===== config.mk =====
export PLATFORM = sky130hd
export DESIGN_NAME = pwm_duty_sequencer
export DESIGN_NICKNAME = d
export VERILOG_FILES = /design/src/rtl/pwm_duty_sequencer.sv
export SDC_FILE = /design/constraint.sdc
export NUM_CORES = 1
export LEC_CHECK = 0
export CORE_MARGIN = 2
export CORE_UTILIZATION = 30
export DETAILED_ROUTE_END_ITERATION = 6
export SETUP_SLACK_MARGIN = 0.2
export SLEW_MARGIN = 20
export SYNTH_ARGS = -nofsm -noshare
export SYNTH_HDL_FRONTEND = slang
export SYNTH_SLANG_ARGS = --single-unit

===== constraint.sdc =====
create_clock -name clk -period 2 [get_ports clk]
set_input_delay 0.5 -clock clk [delete_from_list [all_inputs] [get_ports clk]]
set_output_delay 0.5 -clock clk [all_outputs]
set_load 0.01 [all_outputs]

===== src/rtl/pwm_duty_sequencer.sv =====
// Duty-value source for the LED PWM comparator: debounced manual stepping or
// automatic breathing, with the output only allowed to move on PWM period boundaries.
module pwm_duty_sequencer #(
  parameter int DEBOUNCE_CYCLES = 20000,
  parameter int STEP            = 16,
  parameter int BREATHE_DIV     = 4
) (
  input  logic       clk,
  input  logic       rst,
  input  logic       btn_up,
  input  logic       btn_dn,
  input  logic       mode_auto,
  input  logic       period_start,
  output logic [7:0] duty,
  output logic       duty_upd,
  output logic [1:0] state
);

  localparam int DB_W = (DEBOUNCE_CYCLES > 1) ? $clog2(DEBOUNCE_CYCLES) : 1;
  localparam int BR_W = (BREATHE_DIV > 1) ? $clog2(BREATHE_DIV) : 1;
  localparam logic [DB_W-1:0] DB_LAST = DB_W'(DEBOUNCE_CYCLES - 1);
  localparam logic [DB_W-1:0] DB_ONE  = DB_W'(1);
  localparam logic [BR_W-1:0] BR_LAST = BR_W'(BREATHE_DIV - 1);
  localparam logic [BR_W-1:0] BR_ONE  = BR_W'(1);
  localparam logic [8:0]      STEP9   = 9'(STEP);

  typedef enum logic [1:0] {
    MANUAL = 2'b00,
    RISE   = 2'b01,
    FALL   = 2'b10
  } state_t;

  function automatic logic [7:0] sat_inc(input logic [7:0] v);
    logic [8:0] s;
    s = {1'b0, v} + STEP9;
    return (s > 9'd255) ? 8'd255 : s[7:0];
  endfunction

  function automatic logic [7:0] sat_dec(input logic [7:0] v);
    logic [8:0] s;
    s = {1'b0, v} - STEP9;
    return ({1'b0, v} < STEP9) ? 8'd0 : s[7:0];
  endfunction

  // bit 0 = up, bit 1 = down, bit 2 = mode
  logic [2:0]      sync_p0;
  logic [2:0]      sync_p1;
  logic            lvl     [2];
  logic            evt     [2];
  logic [DB_W-1:0] cnt     [2];
  state_t          fsm;
  logic [7:0]      target;
  logic [BR_W-1:0] brc;
  logic [7:0]      inc_t;
  logic [7:0]      dec_t;
  logic            mode_s;

  assign inc_t  = sat_inc(target);
  assign dec_t  = sat_dec(target);
  assign mode_s = sync_p1[2];
  assign state  = fsm;

  // Stage p0/p1: two-flop synchronizers for the raw pins
  always_ff @(posedge clk or posedge rst) begin
    if (rst) begin
      sync_p0 <= '0;
      sync_p1 <= '0;
    end else begin
      sync_p0 <= {mode_auto, btn_dn, btn_up};
      sync_p1 <= sync_p0;
    end
  end

  // Debounce: accept a new level after DEBOUNCE_CYCLES consecutive differing clocks;
  // a rising acceptance emits a one-cycle press event.
  always_ff @(posedge clk or posedge rst) begin
    if (rst) begin
      for (int i = 0; i < 2; i++) begin
        lvl[i] <= 1'b0;
        evt[i] <= 1'b0;
        cnt[i] <= '0;
      end
    end else begin
      for (int i = 0; i < 2; i++) begin
        evt[i] <= 1'b0;
        if (sync_p1[i] != lvl[i]) begin
          if (cnt[i] == DB_LAST) begin
            lvl[i] <= sync_p1[i];
            evt[i] <= sync_p1[i];
            cnt[i] <= '0;
          end else begin
            cnt[i] <= cnt[i] + DB_ONE;
          end
        end else begin
          cnt[i] <= '0;
        end
      end
    end
  end

  // Mode FSM owning the target duty
  always_ff @(posedge clk or posedge rst) begin
    if (rst) begin
      fsm    <= MANUAL;
      target <= 8'd0;
      brc    <= '0;
    end else begin
      case (fsm)
        MANUAL: begin
          if (mode_s) begin
            fsm <= RISE;
            brc <= '0;
          end else if (evt[0] && !evt[1]) begin
            target <= inc_t;
          end else if (evt[1] && !evt[0]) begin
            target <= dec_t;
          end
        end
        RISE, FALL: begin
          if (!mode_s) begin
            fsm <= MANUAL;
            brc <= '0;
          end else if (period_start) begin
            if (brc == BR_LAST) begin
              brc <= '0;
              if (fsm == RISE) begin
                target <= inc_t;
                if (inc_t == 8'd255) fsm <= FALL;
              end else begin
                target <= dec_t;
                if (dec_t == 8'd0) fsm <= RISE;
              end
            end else begin
              brc <= brc + BR_ONE;
            end
          end
        end
        default: fsm <= MANUAL;
      endcase
    end
  end

  // Output stage: duty only follows target at a period boundary
  always_ff @(posedge clk or posedge rst) begin
    if (rst) begin
      duty     <= 8'd0;
      duty_upd <= 1'b0;
    end else if (period_start) begin
      duty     <= target;
      duty_upd <= (target != duty);
    end else begin
      duty_upd <= 1'b0;
    end
  end

endmodule


# --- After elaboration in Yosys (flattened, before gate mapping) ---
# Cells that the tools add are included.
word_totals:
  out_inout_bits: 11
  reg_bits: 61
  wordCells: 84
op_classes:
  n_eq_ne: 19
  order_cmp: 2
  addsub: 5
  n_reduce_logical: 13
  n_mux: 32
ops:
  columns: ["operator", "count"]
  rows:
  - ["2-to-1 mux 8 bit", 9]
  - ["2-to-1 mux 15 bit", 4]
  - ["adder 15 x 1 -> 15 bit, second input constant", 2]
  - ["== test 15 bit, second input constant", 2]
  - ["2-to-1 mux 2 bit", 11]
  - ["case mux 8 bit (2 select lines)", 1]
  - ["inequality test 2 bit, second input constant", 5]
  - ["adder 8 x 5 -> 9 bit, second input constant", 1]
  - ["> comparator 9 x 8 -> 1 bit, second input constant", 1]
  - ["inequality test 3 bit, second input constant", 3]
  - ["== test 8 bit, second input constant", 1]
  - ["logical NOT 8 bit", 1]
  - ["< comparator 8 x 5 -> 1 bit, second input constant", 1]
  - ["inequality test 4 bit, second input constant", 2]
  - ["inequality test 8 bit", 1]
  - ["case mux 2 bit (2 select lines)", 2]
  - ["subtractor 8 x 5 -> 8 bit, second input constant", 1]
  - ["AND reduction 6 bit", 1]
  - ["2-to-1 mux 1 bit", 5]
  - ["AND reduction 5 bit", 1]
  - ["== test 2 bit, second input constant", 2]
  - ["AND reduction 2 bit", 2]
  - ["AND reduction 3 bit", 1]
  - ["adder 2 x 1 -> 2 bit, second input constant", 1]
  - ["7 further kinds", 10]

# --- Depth between registers and ports, before layout ---
# Gate-level depths: netlist of run 1.
logic_depth:
  depth_word: 10
  ltp_mapped: 8
  depth_no_buf: 7

# --- Worst setup path after synthesis of run 1 ---
# No wires, ideal clock.
synth_timing:
  path_type: "register to register"
  startpoint: "register target[4]"
  endpoint: "register fsm[0] (netlist: state[0])"
  arrival_time_ns: 2.056
  slack_ns: -0.167
  stages_incl_launch_ff: 8
  synth_period_minus_slack_ns: 2.167
  path_cell_list: "dfrtp_1 buf_4 inv_1 ha_1 or4b_1 o311ai_2 o311ai_1 o41ai_1"
synth_via:
  elab_chain_cells: 6
  word_cells_on_any_way: 11
  cone_classes: "add/sub (2); order compare (2); eq/ne (3); mux (2); reduce/logical (2)"
synth_rtl:
  columns: ["item", "line_no", "rtl"]
  rows:
  - ["start, declared", "52", "logic [7:0] target;"]
  - ["start signal, assigned", "114", "target <= inc_t;"]
  - ["start signal, assigned", "116", "target <= dec_t;"]
  - ["start signal, assigned", "127", "target <= inc_t;"]
  - ["adder 8 x 5 -> 9 bit", "35", "s = {1'b0, v} + STEP9;"]
  - ["> comparator 9 x 8 -> 1 bit", "36", "return (s > 9'd255) ? 8'd255 : s[7:0];"]
  - ["2-to-1 mux 8 bit", "36", null]
  - ["== test 8 bit", "128", "if (inc_t == 8'd255) fsm <= FALL;"]
  - ["inequality test 4 bit (no line)", null, null]
  - ["AND reduction 5 bit (no line) *", null, null]
  - ["end signal, assigned", "128", null]
  - ["end signal, assigned", "131", "if (dec_t == 8'd0) fsm <= RISE;"]
  - ["end signal, assigned", "138", "default: fsm <= MANUAL;"]
  - ["end, declared", "51", "state_t fsm;"]
# Mark *: on every way between the ends. The rest lies on a longest branch, timed or not.
# A chain may end at the register's enable or synchronous reset.

# --- Final worst setup path of run 1 ---
layout_timing:
  startpoint: "register target[4]"
  endpoint: "register target[3]"
layout_via:
  elab_chain_cells: 8
  word_cells_on_any_way: 13
  cone_classes: "add/sub (1); order compare (2); mux (10)"
layout_rtl:
  columns: ["item", "line_no", "rtl"]
  rows:
  - ["adder 8 x 5 -> 9 bit", "35", null]
  - ["> comparator 9 x 8 -> 1 bit", "36", null]
  - ["2-to-1 mux 8 bit", "36", null]
  - ["2-to-1 mux 8 bit", "126", "if (fsm == RISE) begin"]
  - ["2-to-1 mux 8 bit", "124", "if (brc == BR_LAST) begin"]
  - ["2-to-1 mux 8 bit", "123", "end else if (period_start) begin"]
  - ["2-to-1 mux 8 bit", "120", "if (!mode_s) begin"]
  - ["case mux 8 bit (2 select lines) *", "108", "case (fsm)"]
# Mark *: on every way between the ends. The rest lies on a longest branch, timed or not. The select of a mux whose other input is x is not followed.

==> impl_metrics.sql, run 1 <==
INSERT INTO impl_metrics (metric_group, metric, value, unit) VALUES
('min_path', 'path_class_of_the_lowest_slack_min_delay_path', 'reg -> reg', ''),
('clock_network', 'htreeDepth', '3', ''),
('sta', 'grt_setup_unrepaired', 'yes', ''),
('clock_network', 'tritoncts', 'built', ''),
('clock_network', 'cts.path.max_buffers', '2', ''),
('place', 'place.detailed.instances', '443', ''),
('flow_run', 'cap_violations', '0', ''),
('outcome', 'failing_checks', 'setup timing', ''),
('sta', 'timing.clock.skew', '0.00980', 'ns'),
('sta', 'timing_worst_slew_pin_value', '0.410', 'ns'),
('worst_setup_path', 'crit_path_end_kind', 'flip-flop', ''),
('clock_network', 'cts_made_buffers', '9', ''),
('routing', 'viasPerCell', '4.62', ''),
('worst_setup_path', 'timing.rr.start', 'target[4]', ''),
('sta', 'setup-violations-final', '2', ''),
('min_path', 'min_delay_path_depth', '0', ''),
('yosys', 'synth_edf_count', '0', ''),
('floorplanning', 'die_w', '104', 'um'),
('routing', 'drt-pass1-iter-count', '4', ''),
('sta', 'slew_headroom', '72.4', '%'),
('clock_network', 'cts_sinks', '61', ''),
('global_route', 'vias_in_the_first_global_route', '2151', ''),
('place', 'port_buffers', '16', ''),
('global_route', 'first_pass_grt_wire_length', '9730', 'um'),
('finish', 'post_route_cells_drive_above_1_share', '26.3', '%'),
('place', 'dp_worst_setup_slack', '-0.0124', 'ns'),
('global_route', 'antenna_found_initial', '0', ''),
('finish', 'insertedDiodeCount', '0', ''),
('floorplanning', 'start_util', '30.9', '%'),
('worst_setup_path', 'worst-r2r-setup-slack', '-0.02', 'ns'),
('place', 'finalWeightedCongestion', '0.819', ''),
('place', 'placed_cell_area', '3480', 'sq um'),
('sta', 'fmax', '0.494', 'GHz'),
('routing', 'wirelength', '5850', 'um'),
('yosys', 'synth_nets', '301', ''),
('routing', 'route.detailed.drc', '0', ''),
('global_route', 'globalRouteOverflowTotal', '0', ''),
('clock_network', 'clock_tree.root_cell', 'clkbuf_8', ''),
('worst_setup_path', 'worst_path_max_delay_cell', 'or4_4', ''),
('yosys', 'synthesis.area', '3010', 'sq um'),
('routing', 'drt_first_iter_violations', '69', ''),
('routing', 'routed_via_count', '2179', ''),
('clock_network', 'clkSlewWorstSetupHoldPaths', '0.08', 'ns'),
('power', 'power.ir.vdd_worst', '0.378', 'mV'),
('sta', 'fin_ws', '-0.0223', 'ns'),
('floorplanning', 'die_y', '104', 'um'),
('worst_setup_path', 'crit_path_max_fanout', '4', ''),
('floorplanning', 'pin_count', '17', ''),
('routing', 'drt.antenna.violating_nets', '0', ''),
('finish', 'final.fill_count', '960', ''),
('floorplanning', 'rows', '36', ''),
('yosys', 'mean_area_per_synthesized_cell', '10.5', 'sq um'),
('worst_setup_path', 'critPathKind', 'reg -> reg', ''),
('min_path', 'origin_of_the_worst_min_delay_path', 'sync_p0[1]', ''),
('worst_setup_path', 'timing.critical_path.arrival', '2.30', 'ns'),
('worst_setup_path', 'startpoint_type', 'flip-flop', ''),
('global_route', 'groute.usage.overall', '11.1', '%'),
('yosys', 'ys_ff_latch', '61', ''),
('worst_setup_path', 'endpoint_of_the_most_critical_register_to_register_path', 'target[3]', ''),
('power', 'power_per_cell_area', '854', 'nW/um^2'),
('min_path', 'capture_endpoint_of_the_worst_hold_path', 'sync_p1[1]', ''),
('sta', 'report.final.hold_viol_count', '0', ''),
('worst_setup_path', 'cpPeakStageDelay', '0.53', 'ns'),
('finish', 'design_area', '3900', 'sq um'),
('floorplanning', 'area_enclosed_by_the_die_boundary', '10800', 'sq um'),
('outcome', 'outcome', 'complete, but fails checks', ''),
('yosys', 'postSynth.topFlopCell', 'dfrtp_1', ''),
('routing', 'avgRoutedWirePerCell', '12.4', 'um'),
('sta', 'min_period_over_period', '101', '%'),
('yosys', 'number_of_different_library_cells_in_the_post_synthesis_netlist', '45', ''),
('finish', 'area_delta_synth_final', '29.8', '%');
report_power, final:
part / leakage, nW / internal [mW] / switching (mW)
Sequential: 0.809 / 1.29 / 0.0434
Combinational: 0.905 / 0.467 / 0.462
Clock: 0.0923 / 0.573 / 0.499
Total: 1.81 / 2.33 / 1.00
timing repair:
item,4_1_cts,5_1_grt
endpoints found under the hold margin,0,0
endpoints found under the setup margin,13,31
pin swaps,4,8
setup buffers,7,6
resized for setup,10,26
layer usage:
metal,share of wire [%],GRT usage (%),wire [um],vias to the layer above
li1,-,-,-,1082
met1,45,13.2,2620,1063
met2,50,18.8,2930,27
met3,3.7,4.20,214,7
met4,1.5,3.19,85,0
met5,0,0,0,-
synth_stat cells (all sizes together) (2+ instances only):
cell | count | area share (%)
nor3 | 10 | 1.7
o311ai | 2 | 0.83
inv | 10 | 1.2
nand2b | 4 | 0.83
clkbuf | 3 | 0.37
nand4 | 11 | 2.3
a31oi | 2 | 0.42
nor2 | 42 | 5.2
dfrtp | 61 | 51
buf | 4 | 1.2
mux2i | 2 | 0.67
o21a | 4 | 1.0
xor2 | 26 | 7.6
a21oi | 4 | 0.67
a22o | 2 | 0.58
ha | 10 | 4.2
and2b | 2 | 0.54
nor4 | 3 | 0.62
mux2 | 12 | 4.5
xnor2 | 12 | 3.5
o21ai | 5 | 0.83
nor3b | 2 | 0.50
and3 | 4 | 0.83
nand3 | 15 | 2.5
nor4b | 2 | 0.58
nand2 | 16 | 2.0
cells by family (layout without fill, tap and decap cells):
| logic type | count (synthesis) | count (layout) | share of synthesized area [%] |
|---|---|---|---|
| adder cells (fa/ha/maj) | 10 | 10 | 4.16 |
| AO/OA/AOI/OAI | 27 | 27 | 6.45 |
| AND/OR/NAND/NOR | 118 | 118 | 19.6 |
| multiplexers | 14 | 14 | 5.16 |
| XOR/XNOR | 38 | 38 | 11.1 |
| flip-flops | 61 | 61 | 50.8 |
| buffers and inverters | 17 | 71 | 2.79 |
metrics by stage:
step           hold WS [ns]  total power, mW  utilization [%]   TNS [ns]
5_1_grt               0.362             3.53             40.1     -0.226
2_1_floorplan         0.331             1.85                -          0
3_5_place_dp          0.335             2.05             35.7    -0.0264
3_3_place_gp          0.337             2.04             35.7  -0.000190
6_report              0.350             3.33             40.1    -0.0238
4_1_cts               0.352             3.23             38.5          0
area by class of cell:
class,count,area [sq um],area share (%)
Sequential cell,61,1530,39.2
Inverter,10,43.8,1.12
Clock inverter,6,63.8,1.64
Tap cell,133,166,4.27
Timing Repair Buffer,45,417,10.7
Multi-Input combinational cell,207,1560,39.9
Clock buffer,10,128,3.27
worst max-delay path, delay by kind of cell, from the launching register on:
family          cells  cell delay [ns]
fa+ha+maj           1             0.26
buf+inv             2             0.16
compound gates      2             0.33
flops               1             0.41
simple gates        3             0.80
worst max path at each step:
stage	cells after the start	slack (ns)	to	start
CTS	6	0.03	state[0]	target[4]
global placement	5	-0.0001	target[0]	period_start
finish	8	-0.02	target[3]	target[4]
floorplan	7	0.03	state[0]	target[4]
global route	8	-0.07	target[3]	target[4]
detailed placement	5	-0.01	target[3]	period_start
placed cells by master, fill, tap and decap left out, types with 4 or more instances in the layout:
master	count
nand2b_1	4
mux2_2	10
nand4_1	11
dlymetal6s2s_1	7
xnor2_1	12
dfrtp_1	60
clkdlybuf4s50_1	7
nor3_1	10
inv_1	5
nand2_1	15
and3_1	4
clkbuf_8	9
buf_4	25
nand3_1	14
ha_1	6
nor2_1	40
o21a_1	4
xor2_1	26
registers in the layout, indices dropped and copies added (netlist names):
name	flops
sync_p1	3
target	8
duty_upd	1
brc	2
state	2
duty	8
evt	2
lvl	2
sync_p0	3
cnt	30
No activity file was read; power rests on OpenSTA's default activity.
==> run 2: changes to the inputs <==
Settings changed: ABC_AREA set to 1.
==> run 2 against run 1 <==
Against the previous run: the run now ends clean; synthesized cell count increased by 42%; setup slack gained 0.27 ns; utilization fell by 3.4 points; sequential share of layout area shrank 0.24 points; via count grew 22%; synthesized area rose by 8.3%; cell area is 0.71% higher; critical path type is now reg -> out; critical endpoint is now duty[2]; largest power group unchanged.
==> impl_metrics.sql, run 2 <==
INSERT INTO impl_metrics (metric_group, metric, value, unit) VALUES
('place', 'finalWeightedCongestion', '0.830', ''),
('finish', 'final_cells', '587', ''),
('global_route', 'vias_in_the_first_global_route', '2574', ''),
('global_route', 'globalRouteOverflowTotal', '0', ''),
('worst_setup_path', 'timing.critical_path.arrival', '1.26', 'ns'),
('sta', 'timing.final.max_slew_violations', '0', ''),
('finish', 'layout_top_registers', 'cnt (30), duty (8), target (8)', ''),
('sta', 'fin_setup_tns', '0', 'ns'),
('routing', 'drt_first_iter_violations', '87', ''),
('yosys', 'mean_area_per_synthesized_cell', '8.06', 'sq um'),
('worst_setup_path', 'startpoint_type', 'flip-flop', ''),
('clock_network', 'clock_tree.root_cell', 'clkbuf_8', ''),
('outcome', 'outcome', 'finished clean', ''),
('floorplanning', 'start_util', '30.4', '%'),
('yosys', 'postSynthCellCount', '404', ''),
('floorplanning', 'die_y', '108', 'um'),
('global_route', 'first_pass_grt_wire_length', '11500', 'um'),
('finish', 'commonest_cells_after_routing_fill_and_taps_aside', 'nand2_1, dfrtp_1, inv_1, nor2_1, nand3_1', ''),
('yosys', 'number_of_different_library_cells_in_the_post_synthesis_netlist', '34', ''),
('sta', 'setup-violations-final', '0', ''),
('sta', 'grt_setup_unrepaired', 'yes', ''),
('worst_setup_path', 'cpLargestDelayFamily', 'buffers and inverters', ''),
('sta', 'slew_headroom', '72.7', '%'),
('yosys', 'post-synth-top-count-cell', 'nand2_1', ''),
('global_route', 'groute.usage.overall', '12.4', '%'),
('finish', 'utilization', '36.7', '%'),
('yosys', 'proportion_of_synthesized_chip_area_in_sequential_cells', '46.9', '%'),
('floorplanning', 'die_w', '108', 'um'),
('sta', 'timing.clock.skew', '0.0113', 'ns'),
('finish', 'largest_reg_flops', '30', ''),
('min_path', 'path_class_of_the_lowest_slack_min_delay_path', 'reg -> reg', ''),
('clock_network', 'clkSlewWorstSetupHoldPaths', '0.08', 'ns'),
('worst_setup_path', 'worst_ep_required_time', '1.50', 'ns'),
('floorplanning', 'pin_count', '17', ''),
('worst_setup_path', 'crit_path_max_fanout', '3', ''),
('floorplanning', 'floorplan_core_area', '10700', 'sq um'),
('finish', 'regMostFlops', 'cnt', ''),
('global_route', 'antenna_found_initial', '0', ''),
('floorplanning', 'rows', '38', ''),
('place', 'port_buffers', '16', ''),
('yosys', 'synth.top_cells.by_count', 'nand2_1, inv_1, dfrtp_1', ''),
('routing', 'route.detailed.drc', '0', ''),
('clock_network', 'cts.hold.buffers_added', '0', ''),
('clock_network', 'htreeDepth', '3', ''),
('yosys', 'ys_warn_count', '0', ''),
('clock_network', 'cts.path.max_buffers', '2', ''),
('floorplanning', 'area_enclosed_by_the_die_boundary', '11700', 'sq um'),
('sta', 'post-route-min-period', '1.76', 'ns'),
('power', 'power_per_cell_area', '844', 'nW/um^2'),
('power', 'power.leakage', '1.99', 'nW'),
('worst_setup_path', 'critPathKind', 'reg -> out', ''),
('yosys', 'top_area_cells_in_the_synthesized_netlist', 'dfrtp_1, nand2_1, inv_1, nor2_1, nand3_1', ''),
('worst_setup_path', 'cpPeakStageDelay', '0.54', 'ns'),
('clock_network', 'tritoncts', 'built', ''),
('finish', 'insertedDiodeCount', '0', ''),
('sta', 'report.final.hold_viol_count', '0', ''),
('routing', 'drt-pass1-iter-count', '4', ''),
('yosys', 'postSynth.topFlopCell', 'dfrtp_1', ''),
('flow_run', 'cap_violations', '0', ''),
('global_route', 'pin_count_of_the_biggest_net_entering_global_routing', '21', ''),
('yosys', 'netlist.area_leader.share', '46.9', '%'),
('yosys', 'synth_nets', '420', ''),
('yosys', 'synth_edf_count', '0', ''),
('finish', 'area_delta_synth_final', '20.7', '%'),
('worst_setup_path', 'crit_path_end_kind', 'primary output', ''),
('place', 'place.detailed.hpwl', '4880', 'um'),
('worst_setup_path', 'worst_path_max_delay_cell', 'clkdlybuf4s50_1', ''),
('clock_network', 'cts_made_buffers', '9', ''),
('sta', 'fmax', '0.569', 'GHz'),
('place', 'place.detailed.instances', '565', ''),
('finish', 'nets', '458', ''),
('sta', 'min_period_over_period', '87.8', '%'),
('power', 'power.ir.vdd_worst', '0.279', 'mV'),
('worst_setup_path', 'critical_path.cell_chain', 'clkdlybuf4s50_1', ''),
('worst_setup_path', 'path_buf_inv', '1', ''),
('finish', 'post_route_cells_drive_above_1_share', '15.2', '%'),
('sta', 'timing_worst_slew_pin_value', '0.408', 'ns'),
('yosys', 'cell_type_with_the_highest_aggregate_area_in_the_netlist', 'dfrtp_1', ''),
('routing', 'wirelength', '6580', 'um'),
('routing', 'routed_via_count', '2667', ''),
('clock_network', 'cts_sinks', '61', ''),
('routing', 'drt.antenna.violating_nets', '0', ''),
('finish', 'layout.cells.most_common', 'nand2_1', ''),
('routing', 'viasPerCell', '4.54', ''),
('yosys', 'postSynth.asyncResetShare', '100', '%'),
('yosys', 'ys_ff_latch', '61', ''),
('yosys', 'synthesis.area', '3260', 'sq um'),
('routing', 'avgRoutedWirePerCell', '11.2', 'um'),
('clock_network', 'worst_skew_pair_later_pin_latency', '0.34', 'ns'),
('finish', 'final.fill_count', '1089', '');
[run 2: changes by cell type in the layout (fill, tap and decap cells not counted), moves of 12 or more]
cell / previous run / this run
o21ai_0: 3 / 21
nand2_1: 15 / 68
inv_1: 5 / 55
xor2_1: 26 / 14
nand3_1: 14 / 27
[run 2: layout make-up]
class	count	area [sq um]	area share, %
multi-input cells	274	1510	38.4
flip-flops and latches	61	1530	38.9
well taps	140	175	4.46
clock inverters	4	23.8	0.605
inverters	64	244	6.21
repair buffers	32	302	7.68
clock buffers	12	145	3.69
[run 2: kinds of logic after synthesis]
family	after synthesis	synth area share, %
flip-flops	61	46.9
adder cells (fa/ha/maj)	10	3.84
buffers and inverters	69	8.53
AO/OA/AOI/OAI	48	8.26
AND/OR/NAND/NOR	200	28.2
XOR/XNOR	16	4.30
[run 2: power by group]
part           leakage (nW)  total (mW)  switching (mW)  internal (mW)
clock network        0.0901       0.966           0.486          0.480
registers             0.825        1.40          0.0811           1.31
logic                  1.08       0.956           0.557          0.399
total                  1.99        3.32            1.12           2.19
[run 2: final timing paths]
path	startpoint	to	slack [ns]	depth (start not counted)
worst max-delay path	duty[2]	duty[2]	0.24	1
worst max register to register	target[4]	target[4]	0.30	9
max in group asynchronous	rst	target[5]	1.08	3
min in group asynchronous	rst	cnt[17]	0.46	2
worst min register to register	sync_p0[1]	sync_p1[1]	0.35	0
worst min-delay path	sync_p0[1]	sync_p1[1]	0.35	0
[run 2: per-stage QoR]
step                hold WS (ns)  worst slack (ns)  total power [mW]  area [sq um]
CTS                        0.350             0.200              3.23          3810
detailed placement         0.335             0.101              2.26          3640
global route               0.356             0.169              3.56          3930
finish                     0.348             0.244              3.32          3930
global placement           0.334             0.127              2.25          3640
floorplan                  0.331             0.336              2.03          3260
[run 2: routing by layer]
metal  GRT usage, %  vias to the layer above  routed length [um]
li1               -                     1385                   -
met1           16.2                     1239                3200
met2           19.9                       36                3090
met3           2.59                        7                 196
met4           5.77                        0                  92
met5              0                        -                   0
[run 2: what timing repair did]
item,CTS,global route
setup buffers,0,6
endpoints found under the setup margin,5,31
resized for setup,4,28
pin swaps,0,8
